**config.mk**
```make
export PLATFORM = sky130hd
export DESIGN_NAME = qmax_update_table
export DESIGN_NICKNAME = d
export VERILOG_FILES = /design/src/rtl/qmax_update_table.sv
export SDC_FILE = /design/constraint.sdc
export NUM_CORES = 1
export LEC_CHECK = 0
export BUFFER_PORTS_ARGS = -buffer_cell sky130_fd_sc_hd__buf_4
export CAP_MARGIN = 20
export CORE_MARGIN = 4
export CORE_UTILIZATION = 40
export DETAILED_ROUTE_END_ITERATION = 10
export GPL_TIMING_DRIVEN = 1
export HOLD_SLACK_MARGIN = 0.1
export MAX_ROUTING_LAYER = met4
export PLACE_DENSITY = 0.61
export SYNTH_ARGS = -nofsm -noshare
export SYNTH_HDL_FRONTEND = slang
export SYNTH_SLANG_ARGS = --single-unit
export TNS_END_PERCENT = 20
```
**constraint.sdc**
```tcl
create_clock -name i_clk -period 7.36 [get_ports i_clk]
set_input_delay 1.472 -clock i_clk [delete_from_list [all_inputs] [get_ports i_clk]]
set_output_delay 1.472 -clock i_clk [all_outputs]
set_load 0.02 [all_outputs]
```
**src/rtl/qmax_update_table.sv**
```systemverilog
// qmax_update_table
//   Per-state running-maximum Q store held in inferred block RAM.
//   The Q-update datapath pushes (state, candidate) pairs; the block performs
//   the read-compare-write itself, forwarding the in-flight result so that
//   back-to-back updates to one state behave exactly like spaced updates.
//   An independent 1-cycle read port serves action selection, and a clear
//   sweep writes INIT_VAL to every entry after reset or on request.
//
// Ports
//   i_clk, i_rst        clock (rising edge), synchronous active-high reset
//   i_clear             one-cycle pulse, starts a clear sweep (RUN only)
//   o_busy              high while the clear sweep runs
//   i_upd_valid/o_upd_ready/i_upd_addr/i_upd_data
//                       update request handshake, state index, candidate Q
//   o_upd_done          one-cycle pulse when an update commits
//   o_upd_addr/o_upd_max/o_upd_changed
//                       committed address, stored value, candidate was larger
//   i_rd_en/i_rd_addr   read request; o_rd_data/o_rd_valid one cycle later
module qmax_update_table #(
    parameter int                    ADDR_WIDTH = 6,
    parameter int                    DATA_WIDTH = 16,
    parameter int                    DEPTH      = 64,
    parameter bit                    SIGNED     = 1'b1,
    parameter logic [DATA_WIDTH-1:0] INIT_VAL   = '0
) (
    input  logic                  i_clk,
    input  logic                  i_rst,
    input  logic                  i_clear,
    output logic                  o_busy,
    input  logic                  i_upd_valid,
    output logic                  o_upd_ready,
    input  logic [ADDR_WIDTH-1:0] i_upd_addr,
    input  logic [DATA_WIDTH-1:0] i_upd_data,
    output logic                  o_upd_done,
    output logic [ADDR_WIDTH-1:0] o_upd_addr,
    output logic [DATA_WIDTH-1:0] o_upd_max,
    output logic                  o_upd_changed,
    input  logic                  i_rd_en,
    input  logic [ADDR_WIDTH-1:0] i_rd_addr,
    output logic [DATA_WIDTH-1:0] o_rd_data,
    output logic                  o_rd_valid
);

    typedef enum logic {CLEAR, RUN} state_t;

    localparam logic [ADDR_WIDTH-1:0] LAST = ADDR_WIDTH'(DEPTH - 1);

    state_t                state, state_nxt;
    logic [ADDR_WIDTH-1:0] cnt, cnt_nxt;

    logic [DATA_WIDTH-1:0] mem [0:DEPTH-1];

    logic                  run;
    logic                  acc_p0;
    logic                  vld_p1;
    logic                  fwd_p1;
    logic [ADDR_WIDTH-1:0] addr_p1;
    logic [DATA_WIDTH-1:0] data_p1;
    logic [DATA_WIDTH-1:0] rdq_p1;
    logic [DATA_WIDTH-1:0] fwd_val_p1;
    logic [DATA_WIDTH-1:0] old_p1;
    logic [DATA_WIDTH-1:0] max_p1;
    logic                  gt_p1;
    logic                  we_p1;
    logic                  rd_hit;

    // Strict greater-than, two's-complement or unsigned depending on SIGNED.
    function automatic logic greater(input logic [DATA_WIDTH-1:0] a,
                                     input logic [DATA_WIDTH-1:0] b);
        logic signed [DATA_WIDTH-1:0] sa;
        logic signed [DATA_WIDTH-1:0] sb;
        sa = $signed(a);
        sb = $signed(b);
        if (SIGNED) return sa > sb;
        return a > b;
    endfunction

    // ---------------- control FSM ----------------
    always_ff @(posedge i_clk) begin
        if (i_rst) begin
            state <= CLEAR;
            cnt   <= '0;
        end else begin
            state <= state_nxt;
            cnt   <= cnt_nxt;
        end
    end

    always_comb begin
        state_nxt = state;
        cnt_nxt   = cnt;
        case (state)
            CLEAR: begin
                if (cnt == LAST) begin
                    state_nxt = RUN;
                    cnt_nxt   = '0;
                end else begin
                    cnt_nxt = cnt + ADDR_WIDTH'(1);
                end
            end
            RUN: begin
                if (i_clear) begin
                    state_nxt = CLEAR;
                    cnt_nxt   = '0;
                end
            end
            default: begin
                state_nxt = CLEAR;
                cnt_nxt   = '0;
            end
        endcase
    end

    assign run         = (state == RUN);
    assign o_busy      = (state == CLEAR);
    assign o_upd_ready = run;

    // A clear pulse drops both the update being accepted and the one
    // currently in its compare/write cycle.
    assign acc_p0 = i_upd_valid && run && !i_clear;
    assign we_p1  = vld_p1 && run && !i_clear;

    // ---------------- stage p0 -> p1: accept, BRAM read ----------------
    always_ff @(posedge i_clk) begin
        if (i_rst) begin
            vld_p1 <= 1'b0;
            fwd_p1 <= 1'b0;
        end else begin
            vld_p1 <= acc_p0;
            // The BRAM read this cycle misses the write of the update now in
            // its compare stage; remember to take that result instead.
            fwd_p1 <= acc_p0 && we_p1 && (addr_p1 == i_upd_addr);
        end
    end

    always_ff @(posedge i_clk) begin
        addr_p1    <= i_upd_addr;
        data_p1    <= i_upd_data;
        rdq_p1     <= mem[i_upd_addr];
        fwd_val_p1 <= max_p1;
    end

    // ---------------- stage p1: compare, write ----------------
    always_comb begin
        old_p1 = fwd_p1 ? fwd_val_p1 : rdq_p1;
        gt_p1  = greater(data_p1, old_p1);
        max_p1 = gt_p1 ? data_p1 : old_p1;
    end

    // Single write port shared by the clear sweep and the update pipeline.
    always_ff @(posedge i_clk) begin
        if (!i_rst) begin
            if (state == CLEAR) begin
                mem[cnt] <= INIT_VAL;
            end else if (we_p1) begin
                mem[addr_p1] <= max_p1;
            end
        end
    end

    // ---------------- stage p2: commit report ----------------
    always_ff @(posedge i_clk) begin
        if (i_rst) begin
            o_upd_done    <= 1'b0;
            o_upd_changed <= 1'b0;
            o_upd_addr    <= '0;
            o_upd_max     <= '0;
        end else begin
            o_upd_done    <= we_p1;
            o_upd_changed <= we_p1 && gt_p1;
            if (we_p1) begin
                o_upd_addr <= addr_p1;
                o_upd_max  <= max_p1;
            end
        end
    end

    // ---------------- read port ----------------
    // Write-first: a read of the entry being written this cycle sees the new value.
    assign rd_hit = we_p1 && (addr_p1 == i_rd_addr);

    always_ff @(posedge i_clk) begin
        if (i_rst) begin
            o_rd_valid <= 1'b0;
            o_rd_data  <= '0;
        end else begin
            o_rd_valid <= i_rd_en && run;
            if (i_rd_en && run) begin
                o_rd_data <= rd_hit ? max_p1 : mem[i_rd_addr];
            end
        end
    end

endmodule
```
==> results.sh, run 1 <==
export IMPL_status="completed"
export IMPL_ios=76
export IMPL_cts_setup_buffers=0
export IMPL_gp_congestion=0.9087
export IMPL_whs_ps=457.8
export IMPL_fin_setup_tns_ps=0
export IMPL_io_buffers=75
export IMPL_clk_pin_slew_ps=60
export IMPL_r2r_end="mem[56][2]"
export IMPL_synth_area_top_cells="edfxtp_1, mux4_2, dfxtp_1"
export IMPL_max_freq_mhz=182.7
export IMPL_pre_cts_ws_ps=1965
export IMPL_wl_met2_mm=74.74
export IMPL_clockBufferDepth=3
export IMPL_power_mw=13.62
export IMPL_final_cell_count_no_fill=4394
export IMPL_cts_sinks=1128
export IMPL_netlist_area_sq_um=51580
export IMPL_via_per_inst=6.464
export IMPL_synth_edf_count=1024
export IMPL_worst_clock_skew_ps=29.80
export IMPL_cap_viol_max_count=0
export IMPL_wirelength_mm=156.7
export IMPL_hold_end="o_upd_max[1]"
export IMPL_met3_length_mm=14.87
export IMPL_root_buffer="clkbuf_16"
export IMPL_critPathKind="reg2reg"
export IMPL_clock_latency_ps=740
export IMPL_drc=0
export IMPL_placed_area_sq_um=54440
export IMPL_critPathArrivalTime_ps=5990
export IMPL_syn_num_nets=2572
export IMPL_synth_cell_types=59
export IMPL_path_max_fanout=41
export IMPL_synth_common_cells="edfxtp_1, mux4_2, nor2_1"
export IMPL_drtAntennaViolNets=0
export IMPL_grt_usage_pct=23.77
export IMPL_fp_dieArea_sq_um=134800
export IMPL_grt_pass1_vias=28880
export IMPL_core_area_sq_um=127800
export IMPL_htree_num_levels=3
export IMPL_start_util_pct=40.35
export IMPL_ff2ff_path_depth=11
export IMPL_wl_met1_mm=62.00
export IMPL_required_ps=7880
export IMPL_drt_first_pass_iters=6
export IMPL_drive_gt1_share_pct=39.42
export IMPL_cts_repair_resized=0
export IMPL_yosysTopAreaCellShare_pct=59.61
export IMPL_syn_to_final_growth_pct=13.10
export IMPL_whs_path_depth=2
export IMPL_cp_end_kind="register"
export IMPL_min_period_ps=5473
export IMPL_cts_made_buffers=118
export IMPL_post_drt_wl_per_cell_um=35.66
export IMPL_grt_pass1_wl_mm=221.1
export IMPL_dieWidth_um=367.1
export IMPL_post_place_cells=4161
export IMPL_setup_ws_ps=1887
export IMPL_vdd_drop_max_mv=0.1949
export IMPL_critPathLaunch="fwd_p1"
export IMPL_post_route_period_util_pct=74.37
export IMPL_ys_async_sr_fraction_pct=0
export IMPL_power_density_nw_per_um2=233.5
export IMPL_fin_nets=2677
export IMPL_setup_viol=0
export IMPL_ys_ff_latch=1128
export IMPL_grt_max_degree=98
export IMPL_ys_seq_area_share_pct=63.65
export IMPL_rsz0062_at_grt="false"
export IMPL_synth_cells=2522
export IMPL_cts_hold_buf=0
export IMPL_rows=131
export IMPL_hold_viol_final=0
export IMPL_maxSlewHeadroom_pct=21.63
export IMPL_synth_top_area_cell="edfxtp_1"
export IMPL_crit_path_start_kind="register"
export IMPL_yosysWarnings=0
export IMPL_top_layer="met4"
export IMPL_r2r_setup_slack_ps=1890
export IMPL_utilization_pct=45.63
export IMPL_holdCritStartpoint="o_upd_max[1]"
export IMPL_final_area_sq_um=58340
export IMPL_cts_tree="built"
export IMPL_vias=28400
export IMPL_syn_area_per_cell_sq_um=20.45
export IMPL_ys_flop_type="edfxtp_1"
export IMPL_grt_overflow=0
export IMPL_drt_initial_drc_count=4089
export IMPL_grt_antenna_before_repair=7
export IMPL_hpwlAfterDp_mm=97.53
export IMPL_worst_pin_slew_ps=1175
export IMPL_die_height_um=367.1
export IMPL_min_path_type="reg2reg"
export IMPL_worstReg2RegStart="fwd_p1"
export IMPL_synth_most_common_cell="edfxtp_1"
export IMPL_cellLeakagePower_nw=18.27
export IMPL_slew_violations=0
cells by family (layout without fill, tap and decap cells):
group,Yosys count,in the layout,synth area share (%)
flops,1128,1128,63.65
other cells,0,5,0
compound gates,221,221,3.326
fa+ha+maj,17,17,0.4124
buf+inv,207,412,1.746
xor+xnor,11,11,0.1868
mux,698,698,28.27
simple gates,240,240,2.406
report_power, final:
part / switching [mW] / internal [mW]
clock: 2.52 / 3.35
sequential: 0.0334 / 6.94
combinational: 0.479 / 0.309
worst max path at each step:
stage                       to  slack [ps]
floorplan           mem[0][10]        1890
global placement    mem[50][5]        2170
detailed placement   mem[0][2]        1960
CTS                 mem[56][2]        1930
global route        mem[63][2]        1610
finish              mem[56][2]        1890
critical path: stages, from the launching register on:
cell	delay [ps]
dfxtp_1	340
mux2i_1	410
ha_2	890
nand4_2	220
nor4_1	430
and4_1	580
buf_4	380
nor2_1	70
mux2_4	270
a221oi_4	300
and2_2	890
buf_4	410
area by class of cell:
| type | instances | area [sq um] |
|---|---|---|
| clock buffers | 156 | 3188 |
| inverters | 18 | 67.56 |
| repair buffers | 174 | 1524 |
| clock inverters | 64 | 566.8 |
| multi-input cells | 1187 | 18070 |
| fillers | 10670 | 69510 |
| flip-flops and latches | 1128 | 32830 |
| diodes | 5 | 12.51 |
| well taps | 1662 | 2079 |
layer usage:
| metal | vias to the layer above | global-route usage [%] |
|---|---|---|
| met1 | 15450 | 31.93 |
| met3 | 253 | 5.286 |
| met4 | 0 | 7.079 |
| met2 | 1510 | 36.66 |
| met5 | - | - |
| li1 | 11190 | - |
registers in the layout, summed over array words and instances (netlist names), 6 cells and up:
name and flops:
mem 1024, data_p1 16, fwd_val_p1 16, o_rd_data 16, o_upd_max 16, rdq_p1 16, addr_p1 6, cnt 6
o_upd_addr 6
cells in the final DEF (no fill, tap or decap), types with 10 or more instances in the layout:
master	n
inv_1	17
clkbuf_1	28
a22o_1	21
clkbuf_16	120
nor2b_1	10
buf_4	152
mux2i_1	65
clkinv_1	21
mux2_4	12
mux4_2	600
nor2_1	52
nor2_2	46
nand3_1	19
mux2_2	20
a221oi_1	16
and2_2	11
a2bb2oi_1	10
dfxtp_1	104
a22oi_1	32
nand2_1	36
o21ai_0	30
clkinv_2	23
buf_12	12
a21oi_1	37
nor3_1	12
edfxtp_1	1024
ha_1	16
a221o_1	11
No activity file was read; power rests on OpenSTA's default activity.
==> run 2, diff against run 1 <==
Clock period 7.36 ns to 5.61 ns, I/O delays scaled along.
==> run 2 against run 1 <==
  * Critical path depth did not move
  * Setup slack lost 1300 ps
  * Via count up 0.84%
  * Largest power group unchanged
  * Total power rose by 36%
  * Die area stayed put
==> results.sh, run 2 (synthesis results as in run 1) <==
export IMPL_placed_area_sq_um=54930
export IMPL_fp_dieArea_sq_um=134800
export IMPL_wirelength_mm=156.4
export IMPL_drtAntennaViolNets=0
export IMPL_final_common_cell="edfxtp_1"
export IMPL_grt_pass1_wl_mm=222.9
export IMPL_root_buffer="clkbuf_16"
export IMPL_required_ps=6090
export IMPL_drt_initial_drc_count=3446
export IMPL_vias=28640
export IMPL_vdd_drop_max_mv=0.2775
export IMPL_min_path_type="reg2reg"
export IMPL_grt_overflow=0
export IMPL_drc=0
export IMPL_die_height_um=367.1
export IMPL_rows=131
export IMPL_fin_setup_tns_ps=0
export IMPL_cp_end_kind="register"
export IMPL_status="completed"
export IMPL_maxSlewHeadroom_pct=26.43
export IMPL_clockBufferDepth=3
export IMPL_post_route_period_util_pct=89.05
export IMPL_start_util_pct=40.35
export IMPL_hpwlAfterDp_mm=96.42
export IMPL_fin_nets=2722
export IMPL_hold_viol_final=0
export IMPL_io_buffers=75
export IMPL_final_area_sq_um=59140
export IMPL_grt_pass1_vias=29490
export IMPL_core_area_sq_um=127800
export IMPL_dieWidth_um=367.1
export IMPL_drt_first_pass_iters=5
export IMPL_clk_pin_slew_ps=60
export IMPL_r2r_setup_slack_ps=610
export IMPL_max_freq_mhz=200.2
export IMPL_utilization_pct=46.26
export IMPL_met1_usage_pct=32.12
export IMPL_drive_gt1_share_pct=40.91
export IMPL_cts_sinks=1128
export IMPL_cts_tree="built"
export IMPL_cts_setup_buffers=0
export IMPL_cap_viol_max_count=0
export IMPL_grtUsageMet2_pct=36.36
export IMPL_syn_to_final_growth_pct=14.65
export IMPL_cts_hold_buf=0
export IMPL_min_period_ps=4996
export IMPL_power_density_nw_per_um2=313.9
export IMPL_rsz0062_at_grt="false"
export IMPL_largest_reg_flops=1024
export IMPL_critPathKind="reg2reg"
export IMPL_cellLeakagePower_nw=18.60
export IMPL_crit_path_start_kind="register"
export IMPL_path_max_fanout=37
export IMPL_cts_repair_resized=0
export IMPL_grt_usage_pct=23.93
export IMPL_gp_congestion=0.9136
export IMPL_slew_violations=0
export IMPL_pre_cts_ws_ps=636.9
export IMPL_critPathArrivalTime_ps=5480
export IMPL_ios=76
export IMPL_via_per_inst=6.446
export IMPL_cts_made_buffers=118
export IMPL_final_cell_mix="edfxtp_1, mux4_2, buf_4"
export IMPL_post_drt_wl_per_cell_um=35.19
export IMPL_gr_max_usage_layer="met2"
export IMPL_grt_antenna_before_repair=10
export IMPL_setup_ws_ps=614.4
export IMPL_worst_clock_skew_ps=31.52
export IMPL_top_register="mem"
export IMPL_htree_num_levels=3
export IMPL_grt_max_degree=94
export IMPL_worst_pin_slew_ps=1104
export IMPL_setup_viol=0
export IMPL_gr_usage_met3_pct=5.482
export IMPL_clock_latency_ps=740
==> run 2: cell types whose count changed in the layout (fill, tap and decap cells not counted), moves of 5 or more <==
| cell | previous run | this run |
|---|---|---|
| buf_4 | 152 | 193 |
| clkinv_2 | 23 | 17 |
| clkinv_1 | 21 | 14 |
| buf_12 | 12 | 20 |
| clkbuf_1 | 28 | 21 |
| clkinvlp_4 | 5 | 10 |
| bufinv_16 | 9 | 22 |
==> run 2: cell type report <==
cell class | count | area, sq um
inverter | 18 | 67.56
multi-input combinational | 1187 | 18050
clock buffer | 149 | 3214
sequential | 1128 | 32830
antenna | 9 | 22.52
clock inverter | 71 | 943.4
timing repair buffer | 219 | 1928
tap | 1662 | 2079
fill | 10550 | 68710
==> run 2: final timing paths <==
check	from	endpoint	cells past startpoint
worst max-delay path	fwd_p1	mem[62][9]	11
worst min-delay path	o_upd_addr[5]	o_upd_addr[5]	1
worst max register to register	fwd_p1	mem[62][9]	11
worst min register to register	o_upd_addr[5]	o_upd_addr[5]	1
==> run 2: critical path, cell delays in order (launching register included) <==
cell	delay, ps
dfxtp_1	530
buf_4	310
mux2i_1	470
ha_2	400
buf_4	300
inv_1	170
nor2_1	60
or4_4	670
mux2_2	370
a221oi_2	430
and2_2	570
buf_4	430
==> run 2: routing by layer <==
layer | part of all wire [%] | vias to the layer above
li1 | - | 11310
met1 | 39 | 15460
met2 | 47 | 1596
met3 | 9.9 | 278
met4 | 3.8 | 0
met5 | 0 | -
==> run 2: per-stage QoR <==
stage / instances / hold WS (ps) / power, mW
6_report: 4443 / 487.0 / 18.56
2_1_floorplan: 2522 / 474.2 / 10.02
3_5_place_dp: 4212 / 468.8 / 10.37
3_3_place_gp: 4212 / 470.6 / 10.36
5_1_grt: 4439 / 443.2 / 19.13
4_1_cts: 4432 / 442.9 / 18.71
==> run 2: power breakdown <==
| part | total [mW] | leakage [nW] | switching, mW | internal (mW) |
|---|---|---|---|---|
| Clock | 8.36 | 2.00 | 3.32 | 5.05 |
| Sequential | 9.14 | 10.3 | 0.0430 | 9.10 |
| Combinational | 1.06 | 6.26 | 0.631 | 0.424 |
| Total | 18.6 | 18.6 | 3.99 | 14.6 |
